File: config.mk
export PLATFORM = sky130hd
export DESIGN_NAME = sync_fifo_ctrl
export DESIGN_NICKNAME = d
export VERILOG_FILES = /design/src/rtl/sync_fifo_pkg.sv /design/src/rtl/sync_fifo_flags.sv /design/src/rtl/sync_fifo_ctrl.sv
export SDC_FILE = /design/constraint.sdc
export NUM_CORES = 1
export LEC_CHECK = 0
export BUFFER_PORTS_ARGS = -buffer_cell sky130_fd_sc_hd__buf_2
export CORE_AREA = 2 2 61 63
export DETAILED_ROUTE_END_ITERATION = 12
export DIE_AREA = 0 0 63 65
export PLACE_DENSITY_LB_ADDON = 0.1
export SKIP_CTS_REPAIR_TIMING = 1
export SLEW_MARGIN = 20
export SYNTH_ARGS = -nofsm -noshare
export SYNTH_HDL_FRONTEND = slang
export SYNTH_SLANG_ARGS = --single-unit
export TNS_END_PERCENT = 10
File: constraint.sdc
create_clock -name clk -period 7.85 [get_ports clk]
set_clock_uncertainty 0.05 [all_clocks]
set_input_delay 0.785 -clock clk [delete_from_list [all_inputs] [get_ports clk]]
set_output_delay 0.785 -clock clk [all_outputs]
set_load 0.005 [all_outputs]
File: src/rtl/sync_fifo_pkg.sv
// Shared widths and helpers for the synchronous FIFO pointer/flag controller.
// Pointers carry one extra wrap bit above the storage address.
package sync_fifo_pkg;

    localparam int PTR_W_DEFAULT = 3;

    function automatic int fifo_depth(input int ptr_width);
        return 1 << ptr_width;
    endfunction

    localparam int DEPTH_DEFAULT = fifo_depth(PTR_W_DEFAULT);

    typedef logic [PTR_W_DEFAULT:0] ptr_t;

endpackage

File: src/rtl/sync_fifo_flags.sv
// Combinational occupancy decode: pointers and thresholds in,
// full/empty/almost flags and fill count out.
module sync_fifo_flags
    import sync_fifo_pkg::*;
#(
    parameter int PTR_WIDTH = PTR_W_DEFAULT
) (
    input  logic [PTR_WIDTH:0] wptr,
    input  logic [PTR_WIDTH:0] rptr,
    input  logic [PTR_WIDTH:0] af_thr,
    input  logic [PTR_WIDTH:0] ae_thr,
    output logic               full,
    output logic               empty,
    output logic               almost_full,
    output logic               almost_empty,
    output logic [PTR_WIDTH:0] count
);

    logic wrap_diff;
    logic addr_same;

    always_comb begin
        count        = wptr - rptr;
        wrap_diff    = wptr[PTR_WIDTH] != rptr[PTR_WIDTH];
        addr_same    = wptr[PTR_WIDTH-1:0] == rptr[PTR_WIDTH-1:0];
        empty        = (wptr == rptr);
        full         = wrap_diff && addr_same;
        // thresholds above DEPTH are deliberately left unclamped
        almost_full  = (count >= af_thr);
        almost_empty = (count <= ae_thr);
    end

endmodule

File: src/rtl/sync_fifo_ctrl.sv
// FIFO pointer/flag controller: accepts, pointers, registered flags,
// flush, programmable thresholds and sticky overflow/underflow.
module sync_fifo_ctrl
    import sync_fifo_pkg::*;
#(
    parameter int PTR_WIDTH  = PTR_W_DEFAULT,
    parameter int AF_DEFAULT = fifo_depth(PTR_WIDTH) - 2,
    parameter int AE_DEFAULT = 2
) (
    input  logic               clk,
    input  logic               rst,
    input  logic               w_en,
    input  logic               r_en,
    input  logic               flush,
    input  logic               thr_we,
    input  logic [PTR_WIDTH:0] thr_af,
    input  logic [PTR_WIDTH:0] thr_ae,
    input  logic               err_clr,
    output logic [PTR_WIDTH:0] b_wptr,
    output logic [PTR_WIDTH:0] b_rptr,
    output logic               full,
    output logic               empty,
    output logic               almost_full,
    output logic               almost_empty,
    output logic [PTR_WIDTH:0] count,
    output logic               wr_ack,
    output logic               rd_ack,
    output logic               overflow,
    output logic               underflow
);

    localparam int PW = PTR_WIDTH + 1;
    localparam logic [PTR_WIDTH:0] AF_INIT = PW'(AF_DEFAULT);
    localparam logic [PTR_WIDTH:0] AE_INIT = PW'(AE_DEFAULT);
    localparam logic [PTR_WIDTH:0] ZERO    = '0;

    logic [PTR_WIDTH:0] af_thresh;
    logic [PTR_WIDTH:0] ae_thresh;

    logic [PTR_WIDTH:0] wptr_nxt;
    logic [PTR_WIDTH:0] rptr_nxt;
    logic [PTR_WIDTH:0] af_nxt;
    logic [PTR_WIDTH:0] ae_nxt;
    logic               ovf_set;
    logic               udf_set;

    logic               full_nxt;
    logic               empty_nxt;
    logic               af_flag_nxt;
    logic               ae_flag_nxt;
    logic [PTR_WIDTH:0] count_nxt;

    // Accepts come from registered flags so they are glitch-free.
    always_comb begin
        wr_ack  = w_en && !full && !flush;
        rd_ack  = r_en && !empty && !flush;
        ovf_set = w_en && full && !flush;
        udf_set = r_en && empty && !flush;
    end

    always_comb begin
        wptr_nxt = b_wptr;
        rptr_nxt = b_rptr;
        if (flush) begin
            wptr_nxt = ZERO;
            rptr_nxt = ZERO;
        end else begin
            if (wr_ack) wptr_nxt = b_wptr + PW'(1);
            if (rd_ack) rptr_nxt = b_rptr + PW'(1);
        end
    end

    always_comb begin
        af_nxt = af_thresh;
        ae_nxt = ae_thresh;
        if (thr_we) begin
            af_nxt = thr_af;
            ae_nxt = thr_ae;
        end
    end

    sync_fifo_flags #(
        .PTR_WIDTH (PTR_WIDTH)
    ) u_flags (
        .wptr         (wptr_nxt),
        .rptr         (rptr_nxt),
        .af_thr       (af_nxt),
        .ae_thr       (ae_nxt),
        .full         (full_nxt),
        .empty        (empty_nxt),
        .almost_full  (af_flag_nxt),
        .almost_empty (ae_flag_nxt),
        .count        (count_nxt)
    );

    always_ff @(posedge clk) begin
        if (rst) begin
            b_wptr       <= ZERO;
            b_rptr       <= ZERO;
            af_thresh    <= AF_INIT;
            ae_thresh    <= AE_INIT;
            full         <= 1'b0;
            empty        <= 1'b1;
            almost_full  <= 1'b0;
            almost_empty <= 1'b1;
            count        <= ZERO;
            overflow     <= 1'b0;
            underflow    <= 1'b0;
        end else begin
            b_wptr       <= wptr_nxt;
            b_rptr       <= rptr_nxt;
            af_thresh    <= af_nxt;
            ae_thresh    <= ae_nxt;
            full         <= full_nxt;
            empty        <= empty_nxt;
            almost_full  <= af_flag_nxt;
            almost_empty <= ae_flag_nxt;
            count        <= count_nxt;
            // a new error in the same cycle as err_clr stays set
            overflow     <= ovf_set || (overflow && !err_clr);
            underflow    <= udf_set || (underflow && !err_clr);
        end
    end

endmodule

After elaboration in Yosys (flattened, before gate mapping):

Index checks and enable logic that the tools add are counted.

* bits of input ports: 15
* memory bits (read-only): 0
* bits in latches: 0
* memories: 0
* logic and storage cells: 42
* RAM bits: 0
* output and inout bits: 20
* register bits: 26

* div/mod/pow operators: 0
* $lt $le $gt $ge: 2
* multipliers: 0
* shifts and indexed selects: 0
* bitwise gates (word level): 0
* add/sub/neg operators: 3
* equal/unequal tests: 3
* muxes and demuxes: 6
* reductions and logical operators: 17

Operators by type and width (count)
* $mux 4: 6
* $logic_and 1x1->1: 11
* $add 4x1->4 const B: 2
* $eq 4x4->1: 1
* $ge 4x4->1: 1
* $le 4x4->1: 1
* $logic_not 1->1: 4
* $sub 4x4->4: 1
* $eq 3x3->1: 1
* $logic_or 1x1->1: 2
* $ne 1x1->1: 1

Longest topological paths before layout:

* depth in word-level cells: 7
* gate-level depth with buffers: 13
* gate-level depth less buffers: 13

Modules after synthesis:

From an unflattened synthesis, not the netlist that was laid out.

* cells, all modules: 140
* area, all modules: 1311.3 um^2

Modules (own cells, without submodules)
* sync_fifo_ctrl: area each 998.5 um^2, sequential area each 520.5 um^2, instances 1, cells each 97
* sync_fifo_flags: area each 312.8 um^2, sequential area each 0.0 um^2, instances 1, cells each 43

Worst setup path before layout:

No wires, ideal clock.

* path kind: in2reg
* start: input port flush
* end: register almost_full
* arrival: 3.459 ns
* stages: 13
* buffers on the path: 0
* slack: 4.204 ns
* data required time: 7.662 ns
* library setup time: 0.138 ns
* path through: or3b_4 > inv_1 > xnor2_1 > or2_2 > ha_1 > inv_1 > fa_1 > ha_1 > a21o_1 > a21oi_1 > a2111oi_0 > a2111oi_1 > nand3_1

* longest elaborated chain between the ends: 6
* elaborated cells between the ends (all ways): 9
* classes of those cells: 1 x add/sub; 1 x order compare; 4 x mux; 3 x reduce/logical

RTL lines
* start: declaration: RTL line sync_fifo_ctrl.sv:14 `input logic flush,`
* $logic_not 1->1: RTL line sync_fifo_ctrl.sv:55 `wr_ack = w_en && !full && !flush;`
* $logic_and 1x1->1: RTL line sync_fifo_ctrl.sv:55
* net wr_ack: RTL line sync_fifo_ctrl.sv:26 `output logic wr_ack,`
* $mux 4: RTL line sync_fifo_ctrl.sv:68 `if (wr_ack) wptr_nxt = b_wptr + PW'(1);`
* $mux 4: RTL line sync_fifo_ctrl.sv:64 `if (flush) begin`
* $sub 4x4->4: RTL line sync_fifo_flags.sv:23 `count = wptr - rptr;`
* net count_nxt[1]: RTL line sync_fifo_ctrl.sv:51 `logic [PTR_WIDTH:0] count_nxt;`
* $ge 4x4->1: RTL line sync_fifo_flags.sv:29 `almost_full = (count >= af_thr);`
* end signal: assignment: RTL line sync_fifo_ctrl.sv:116 `almost_full <= af_flag_nxt;`
* end: declaration: RTL line sync_fifo_ctrl.sv:23 `output logic almost_full,`

The timed path passes the listed nets, and every way through them passes these cells.
A chain may end at the register's enable or synchronous reset.

Worst setup path in the final report:

* start: input port flush
* end: register almost_full

* longest elaborated chain between the ends: 6
* elaborated cells between the ends (all ways): 9
* classes of those cells: 1 x add/sub; 1 x order compare; 4 x mux; 3 x reduce/logical

RTL lines (RTL line)
* $logic_not 1->1: sync_fifo_ctrl.sv:55, sync_fifo_ctrl.sv:56
* $logic_and 1x1->1 (on tied branches): sync_fifo_ctrl.sv:55, sync_fifo_ctrl.sv:56
* $mux 4 (on tied branches): sync_fifo_ctrl.sv:68, sync_fifo_ctrl.sv:69
* $mux 4: sync_fifo_ctrl.sv:64
* $sub 4x4->4 (*): sync_fifo_flags.sv:23
* net count_nxt[1]: sync_fifo_ctrl.sv:51
* $ge 4x4->1 (*): sync_fifo_flags.sv:29

The timed path passes the listed nets; every way through them passes the cells marked *.

==> summary.md <==
| Metric | Value |
|---|---|
| ANT nets after route | `0` |
| Ys Warns | `0` |
| Delay-heaviest family, CP | `adder cells` |
| Crit end category | `register` |
| Final Max Slew Viols | `0` |
| Final critical-path required period | `between 3000 and 4000 ps` |
| Gp weighted congestion | `0.769` |
| Largest net degree at the start of global routing | `29` |
| CP peak stage delay | `460 ps` |
| Initial Utilization | `0.379` |
| Clock-pin transition on the worst setup and hold timing paths | `140 ps` |
| Crit-path slowest cell | `fa_1` |
| Largest area contributor in the netlist | `dfxtp_1` |
| Synth Area per Inst | `9.73 um2` |
| Most common cell in the netlist | `dfxtp_1` |
| Finished Cell Area | `0.00157 mm2` |
| Ant diodes | `0` |
| Data required, critical path | `roughly 8000 ps` |
| GRT Total Usage | `0.149` |
| Placed cell area | `0.00154 mm2` |
| Synth top area share | `0.393` |
| Tcrit/Tclk final | `0.482` |
| Synth Instances | `136` |
| Root Buffer | `clkbuf_4` |
| Final setup TNS | `0 ps` |
| Startpoint Class | `primary input` |
| Maximum VDD drop | `0.0640 mV` |
| Final WL | `2770 um` |
| Clock sink total | `26` |
| Area growth syn-to-layout | `18.7%` |
| I/O pins | `35` |
| Layout cells sized above 1 | `0.284` |
| Seq/Total Area, Yosys | `0.393` |
| Arrival time at the worst endpoint | `3930 ps` |
| Drt drc | `0` |
| H-tree Lvls | `1` |
| Top FF cell, synth | `dfxtp_1` |
| Die Y | `65 um` |
| Cts bufs inserted | `3` |
| First-pass GRT wire length | `between 4000 and 5000 um` |
| Initial DRC Count | `41` |
| Initial antenna violation count | `0` |
| Synth top cells by count | `26 x dfxtp_1, 12 x ha_1, 10 x nor2b_1` |
| Yosys reg bits | `26` |
| Critical-path cell list | `buf_2 -> or3b_4 -> inv_1 -> xnor2_1 -> or2_2 -> ha_1 -> inv_1 -> fa_1 -> ha_1 -> a21o_1 -> a21oi_1 -> a2111oi_0 -> a2111oi_1 -> nand3_1` |
| Vias/cell | `4.88` |
| Drt wl/cell | `12.8 um` |
| Netlist cell types | `37` |
| Vias in the first global route | `1,099` |
| Synth top area cells | `dfxtp_1 39%, ha_1 11%, nor2b_1 4.7%` |
| Die ar. | `0.00410 mm2` |
| RSZ-0062 raised after global routing | `no` |
| Number of synthesized flops with an enable pin | `0` |
| Worst setup path category | `in -> reg` |
| Fin nets | `approximately 200` |
| Worst-Margin Slew | `474 ps` |
| Vias | `around 1,100` |
| Setup-failing EPs final | `0` |
| CTS tree | `done` |
| DP Wirelength | `2150 um` |
| Fmax achieved | `264 MHz` |
| Die Wd | `63 um` |
| Core area | `around 0.0035 mm2` |
| HP Class | `reg -> reg` |
| Max-Cap Viols | `0` |
| Worst-path maximum fanout | `17` |
| Outcome | `finished clean` |
| I/O Buffers | `34` |
| Final hold vios | `0` |
| Leak Pwr | `0.724 nW` |
| Ys async rst share | `0` |
| DRT Pass-1 Iters | `5` |
| Clock latency on the worst-skew pair | `approximately 320 ps` |
| Buf/Inv on CP | `3` |
| Synth Net Count | `164` |
| PwrDens | `about 150 mW/mm2` |
| Clock Tree Buf Depth | `2` |
| Cell Rows | `22` |
| Max-slew headroom | `0.684` |
| Synthesized area | `0.00132 mm2` |
| Global route overflow | `0` |
## kinds of logic after synthesis
| group | synth area share |
|---|---|
| flops | 0.393 |
| xor+xnor | 0.0397 |
| mux | 0.0633 |
| buf+inv | 0.0227 |
| fa+ha+maj | 0.129 |
| simple gates | 0.237 |
| compound gates | 0.115 |
## worst min-delay path, cell delays in order (launching register included)
cell and delay (ps):
dfxtp_1 340, nand2b_1 70, a21oi_1 60
## final timing paths
kind                                     to       from  slack, ps  depth (start not counted)
worst min-delay path              underflow  underflow        440                          2
worst max register to register  almost_full      empty       4390                         13
worst min register to register    underflow  underflow        440                          2
worst max-delay path            almost_full      flush       4070                         14
## per-layer routing
| metal | GRT usage | vias to the layer above | share of wire |
|---|---|---|---|
| li1 | - | 544 | - |
| met2 | 0.247 | 18 | 0.47 |
| met5 | 0 | - | 0 |
| met3 | 0.0226 | 2 | 0.033 |
| met4 | 0.0667 | 0 | 0.0080 |
| met1 | 0.190 | 496 | 0.49 |
## report_power, final
part | switching [mW] | internal, mW | total (mW)
clock network | 0.0390 | 0.0283 | 0.0673
registers | 0.00146 | 0.136 | 0.138
logic | 0.0157 | 0.0154 | 0.0311
total | 0.0561 | 0.180 | 0.236
## placed cells by master, fill, tap and decap left out
cell type,synthesis,layout
inv_1,3,3
a41oi_1,1,1
a2111oi_0,2,2
nor3_1,4,4
nor4_1,1,1
a2111oi_1,1,1
mux2i_1,5,5
buf_2,0,34
or3b_4,1,1
clkbuf_8,0,1
o211ai_1,1,1
nand2b_1,8,8
o21a_1,3,3
and2_1,1,1
nor2_1,9,9
nor2b_1,10,10
a21oi_1,6,6
or3b_2,1,1
and4_1,1,1
xor2_1,2,2
o21ai_0,3,3
or3_4,1,1
nand2_1,4,4
mux2_2,3,3
dfxtp_1,26,26
ha_1,12,12
nand3_1,4,4
a21o_1,1,1
fa_1,1,1
a211o_1,1,1
or2_2,2,2
nand3b_1,3,3
nor3b_1,2,2
o21bai_1,2,2
xnor2_1,4,4
or4b_2,1,1
o21ba_2,1,1
clkbuf_4,0,3
## flip-flops by register name, summed over array words and instances, names as in the netlist
| signal | flops |
|---|---|
| empty | 1 |
| overflow | 1 |
| almost_full | 1 |
| ae_thresh | 4 |
| underflow | 1 |
| b_rptr | 4 |
| af_thresh | 4 |
| b_wptr | 4 |
| full | 1 |
| almost_empty | 1 |
| count | 4 |
## final cells by class
type	instances	area [um2]
Timing Repair Buffer	34	170
Inverter	3	11.3
Fill cell	360	1920
Clock buffer	4	36.3
Multi-Input combinational cell	102	773
Tap cell	48	60.1
Sequential cell	26	520
## metrics by stage
stage                     utilization  worst slack (ps)  power (mW)  hold WS (ps)  std cells
after detailed placement        0.439              3720       0.172           420        213
after global placement          0.439              3850       0.171           409        213
final                           0.450              4070       0.236           440        217
after CTS                       0.450              4070       0.240           440        217
after global routing            0.450              3880       0.252           488        217
after floorplan                     -              4200       0.162           399        136
No activity file was read; power rests on OpenSTA's default activity.
